$ cat src/rtl/param_sipo_receiver.sv
// param_sipo_receiver: serial-in/parallel-out word assembler with a one-entry valid/ready holding buffer
module param_sipo_receiver #(
    parameter int N         = 8,
    parameter bit MSB_FIRST = 1'b1
) (
    input  logic                 clk,
    input  logic                 rst,
    input  logic                 bit_in,
    input  logic                 bit_valid,
    input  logic                 clear,
    output logic [N-1:0]         data_out,
    output logic                 data_valid,
    input  logic                 data_ready,
    output logic [$clog2(N)-1:0] bit_cnt,
    output logic                 overflow
);
    localparam int CW = $clog2(N);

    typedef enum logic {EMPTY, FULL} state_t;

    state_t          st_q, st_d;
    logic [N-1:0]    sh_q, sh_d, out_q, out_d;
    logic [CW-1:0]   cnt_q, cnt_d;
    logic            ovf_q, ovf_d;
    logic [N-1:0]    word;
    logic            done, xfer;

    // shift-in of the current bit, completion and transfer detection, and next-state selection
    always_comb begin
        word  = MSB_FIRST ? {sh_q[N-2:0], bit_in} : {bit_in, sh_q[N-1:1]};
        done  = bit_valid && (cnt_q == CW'(N-1));
        xfer  = (st_q == FULL) && data_ready;
        sh_d  = bit_valid ? word : sh_q;
        cnt_d = bit_valid ? (done ? '0 : cnt_q + CW'(1)) : cnt_q;
        st_d  = st_q;
        out_d = out_q;
        ovf_d = ovf_q;
        case (st_q)
            EMPTY: if (done) begin
                out_d = word;
                st_d  = FULL;
            end
            FULL: begin
                if (xfer && done) out_d = word;
                else if (xfer) st_d = EMPTY;
                else if (done) ovf_d = 1'b1;
            end
            default: st_d = EMPTY;
        endcase
        if (clear) begin
            sh_d  = '0;
            cnt_d = '0;
            st_d  = EMPTY;
            out_d = '0;
            ovf_d = 1'b0;
        end
    end

    // state registers, cleared asynchronously by rst
    always_ff @(posedge clk or posedge rst) begin
        if (rst) begin
            st_q  <= EMPTY;
            sh_q  <= '0;
            out_q <= '0;
            cnt_q <= '0;
            ovf_q <= 1'b0;
        end else begin
            st_q  <= st_d;
            sh_q  <= sh_d;
            out_q <= out_d;
            cnt_q <= cnt_d;
            ovf_q <= ovf_d;
        end
    end

    assign data_out   = out_q;
    assign data_valid = (st_q == FULL);
    assign bit_cnt    = cnt_q;
    assign overflow   = ovf_q;
endmodule

$ cat config.mk
export PLATFORM = sky130hd
export DESIGN_NAME = param_sipo_receiver
export DESIGN_NICKNAME = d
export VERILOG_FILES = /design/src/rtl/param_sipo_receiver.sv
export SDC_FILE = /design/constraint.sdc
export NUM_CORES = 1
export LEC_CHECK = 0
export CAP_MARGIN = 20
export CORE_ASPECT_RATIO = 0.9
export CORE_MARGIN = 10
export CORE_UTILIZATION = 40
export CTS_CLUSTER_DIAMETER = 200
export CTS_CLUSTER_SIZE = 30
export DETAILED_ROUTE_END_ITERATION = 6
export RECOVER_POWER = 50
export SLEW_MARGIN = 5
export SYNTH_ARGS = -nofsm -noshare
export SYNTH_HDL_FRONTEND = slang
export SYNTH_SLANG_ARGS = --single-unit
$ cat constraint.sdc
create_clock -name clk -period 2.7 [get_ports clk]
set_clock_uncertainty 0.1 [all_clocks]
set_input_delay 0.405 -clock clk [delete_from_list [all_inputs] [get_ports clk]]
set_output_delay 0.405 -clock clk [all_outputs]
set_load 0.01 [all_outputs]
Yosys cells after proc, flatten, opt, wreduce, memory -nomap -nowiden:

Cells that the tools add are included.

* register bits: 20
* input port bits: 6
* logic and storage cells: 39

* add/subtract/negate cells: 1
* equality and inequality tests: 5
* multiplexer cells: 19
* bitwise logic cells: 1
* reduce and logical (&&, ||, !) cells: 8

Operators with widths (number)
* two-way mux 8 bit: 3
* case mux 8 bit (2 select lines): 1
* two-way mux 7 bit: 2
* two-way mux 1 bit: 9
* two-way mux 3 bit: 3
* nonzero test 2 bit: 3
* != test 2 bit, second input constant: 2
* AND reduction 4 bit: 1
* adder 3 x 1 -> 3 bit, second input constant: 1
* == test 3 bit, second input constant: 1
* logical AND 1 bit: 3
* != test 3 x 2 -> 1 bit, second input constant: 1
* != test 3 bit, second input constant: 1
* case mux 1 bit (2 select lines): 1
* AND reduction 2 bit: 1
* NOT 1 bit: 1

Depth between registers and ports, before layout:

* depth in word-level cells: 7
* mapped depth: 5
* depth with buffers taken out: 5

Least setup slack after synthesis:

No wires, ideal clock.

* kind: reg2reg
* start: reg cnt_q[0], in the netlist bit_cnt[0]
* end: reg out_q[0], in the netlist data_out[0]
* library setup time: 79 ps
* data arrival time: 1242 ps
* slack: 1279 ps
* cell stages (with the launch flop): 6
* path buffers: 0
* path through: dfrtp_1 > ha_1 > ha_1 > nand2_2 > nor2_8 > mux2i_1

* cells in the longest elaborated chain, start to end: 5

RTL lines
* start, declared: RTL line 23 `logic [CW-1:0] cnt_q, cnt_d;`
* start signal, assigned: RTL line 71 `cnt_q <= cnt_d;`
* == test 3 bit (*): RTL line 31 `done = bit_valid && (cnt_q == CW'(N-1));`
* logical AND 1 bit (*): RTL line 31
* logical AND 1 bit: RTL line 44 `if (xfer && done) out_d = word;`
* != test 3 x 2 -> 1 bit (no line)
* AND reduction 2 bit (no line) (*)
* end signal, assigned: RTL line 70 `out_q <= out_d;`
* end, declared: RTL line 22 `logic [N-1:0] sh_q, sh_d, out_q, out_d;`

Mark *: on every way between the ends. The rest lies on a longest branch, timed or not.
A chain may end at the register's enable or synchronous reset.

Final worst setup path:

* start: in bit_valid
* end: reg sh_q[2]

* cells in the longest elaborated chain, start to end: 1

RTL lines
* start, declared: RTL line 9 `input logic bit_valid,`
* nonzero test 2 bit (no line)
* end signal, assigned: RTL line 63 `sh_q <= '0;`
* end signal, assigned: RTL line 69 `sh_q <= sh_d;`
* end, declared: RTL line 22

No other way between the ends.

==> results.toml <==
[placement]
place_area_um2 = 1140
portBuffers = 18
place_hpwl_um = 1240
dp_cells = 125
place_congestion = 0.699

[cells_and_area]
n_fill_cell = 223
area_delta_synth_final_pct = 25.1
final_cells = 129
drive_gt1_share_pct = 7.84
layout.area.seq_um2 = 500
fin_nets = 111
final_util_pct = 53.3
multiInputGateArea_um2 = 404
antennaDiodeCount = 0
design_area_um2 = 1170

[clock_tree]
cts-root-buf = "clkbuf_4"
tritoncts = "done"
cts-resized-gates = 0
htree_levels = 1
clk_path_buf_depth = 2
cts_buffers = 3
path_clk_slew_ps = 110
cts_setup_buffers = 0
cts.sinks = 20
holdBufCountCts = 0
clk-insertion-delay-late_ps = 290

[grt]
grt_pass1_vias = 630
grt_overflow = 0
grt_pass1_wl_um = 3050
grt_use_total_pct = 7.95
antenna_found_initial = 0
grt_max_degree = 28

[synthesis]
yosys.area.top_type = "dfrtp_1"
synth_cell_types = 16
synth.net_count = 90
synth_area_um2 = 938
yosys_warnings = 0
yosysSeqAreaShare_pct = 53.3
ys_ff_latch = 20
synth_area_leaders = "dfrtp_1 53%, mux2i_1 16%, nand2b_1 11%"
yosysTopAreaCellShare_pct = 53.3
syn_inst = 82
syn_area_per_cell_um2 = 11.4

[timing]
worst_slew_pin_slew_ps = 757
fin_crit_sh_pct = 66.0
maxSlewHeadroom_pct = 49.4
period_needed_ps = 1780
grt_setup_unrepaired = "false"
max_freq_mhz = 562
maxSlewViolCount = 0
hold_viol = 0
fin_tns_setup_ps = 0
setup_violations = 0

[floorplan]
die_h_um = 66.0
core_um2 = 2200
io_pins = 19
dieWidth_um = 71.1
row_count = 16
start_util_pct = 42.6
dieArea_um2 = 4690

[route]
viasPerCell = 4.82
wl_per_cell_um = 12.9
drt-total-wl_um = 1670
vias = 622
ant_nets = 0
drtPass1Iterations = 4
dr.first_iter.drc_count = 15
drc_errors = 0

[power]
powerDensity_nw_per_um2 = 444
switching_share_pct = 22.0
seq_power_share_pct = 58.9
ir_worst_vdd_mv = 0.223
power_frac_clock_pct = 32.9
p_sw_w = 0.000115
finalPower_w = 0.000521
internal-power_w = 0.000406
p_leak_nw = 0.511
p_comb_share_pct = 8.2

[critical_path]
end_kind = "flip-flop"
path_max_fanout = 8
worstPathCellList = "dlygate4sd3_1, clkbuf_1, mux2i_1, nor2_1"
crit_required_ps = 2760
cp_top_family = "buffers and inverters"
path_buf_inv = 2
cp-start-kind = "input port"
slowest_delay_ps = 690
crit_arrival_ps = 1840
cpMaxStageDelayCell = "dlygate4sd3_1"
critPathKind = "input port to flip-flop"

[job]
drv_cap = 0

[hold_path]
hp-class = "flip-flop to flip-flop"

[outcome]
status = "finished, final reports clean"
## sequential cells by signal (all words and copies together) (netlist names)
name and cells:
bit_cnt 3, data_out 8, data_valid 1, overflow 1, sh_q 7
## synth_stat cells
cell type	n
ha_1	2
buf_2	3
buf_6	1
nand2_2	1
a31oi_1	1
mux2i_1	15
nand2_1	2
a21oi_1	4
nor2_8	1
nand3b_1	2
dfrtp_1	20
nor2_1	10
nor2b_2	1
inv_1	2
nand2b_1	16
nor3b_1	1
## power groups by stage
stage | Sequential [W] | Clock, W | Combinational [W]
global placement | 0.000313 | 0 | 0.0000446
finish | 0.000307 | 0.000171 | 0.0000427
floorplan | 0.000313 | 0 | 0.0000265
detailed placement | 0.000313 | 0 | 0.0000451
global route | 0.000308 | 0.000190 | 0.0000485
CTS | 0.000307 | 0.000176 | 0.0000455
## layer usage
layer	part of all wire (%)	up-vias	track usage (%)	wire length (um)
met4	0.78	0	2.90	13
met5	0	-	0	0
met3	5.6	2	3.00	94
met2	43	12	12.3	719
li1	-	310	-	-
met1	50	298	9.82	838
## worst reg2reg max path, stage by stage (launching register included)
cell	delay, ps
dfrtp_1	410
ha_1	170
ha_1	260
nand2_2	120
nor2_8	210
mux2i_1	220
## worst paths after layout
| path | slack [ps] | cells past startpoint | start | to |
|---|---|---|---|---|
| worst max-delay path | 920 | 4 | bit_valid | sh_q[2]$_DFFE_PP0P_ |
| worst min-delay path | 430 | 2 | overflow$_DFFE_PP0P_ | overflow$_DFFE_PP0P_ |
| worst max register to register | 1150 | 5 | bit_cnt[0]$_DFFE_PP0P_ | data_out[6]$_DFFE_PP0P_ |
| worst min register to register | 430 | 2 | overflow$_DFFE_PP0P_ | overflow$_DFFE_PP0P_ |
| max in group asynchronous | 1450 | 2 | rst | bit_cnt[0]$_DFFE_PP0P_ |
| min in group asynchronous | 580 | 2 | rst | overflow$_DFFE_PP0P_ |
## final cells by class
| cell class | instances | share of cell area [%] |
|---|---|---|
| Multi-Input combinational cell | 56 | 34.4 |
| Clock buffer | 4 | 3.09 |
| Timing Repair Buffer | 20 | 16.3 |
| Tap cell | 27 | 2.88 |
| Inverter | 2 | 0.640 |
| Sequential cell | 20 | 42.6 |
## per-stage QoR
| stage | hold slack [ps] | worst slack [ps] |
|---|---|---|
| final | 430 | 919 |
| after floorplan | 269 | 1280 |
| after CTS | 444 | 921 |
| after global routing | 472 | 844 |
| after detailed placement | 419 | 832 |
| after global placement | 377 | 851 |
## placed cells by master (no fill, tap or decap), drive strengths merged
| master | instances |
|---|---|
| a21oi | 4 |
| a31oi | 1 |
| buf | 1 |
| clkbuf | 5 |
| clkdlybuf4s50 | 15 |
| dfrtp | 20 |
| dlygate4sd3 | 3 |
| ha | 2 |
| inv | 2 |
| mux2i | 15 |
| nand2 | 3 |
| nand2b | 16 |
| nand3b | 2 |
| nor2 | 11 |
| nor2b | 1 |
| nor3b | 1 |
## kinds of logic after synthesis
| kind of cell | after synthesis | share of synthesized area, % |
|---|---|---|
| simple gates | 34 | 21.6 |
| flops | 20 | 53.3 |
| mux | 15 | 16.0 |
| buf+inv | 6 | 3.60 |
| compound gates | 5 | 2.80 |
| fa+ha+maj | 2 | 2.67 |
Power figures use the tool's default switching activity.
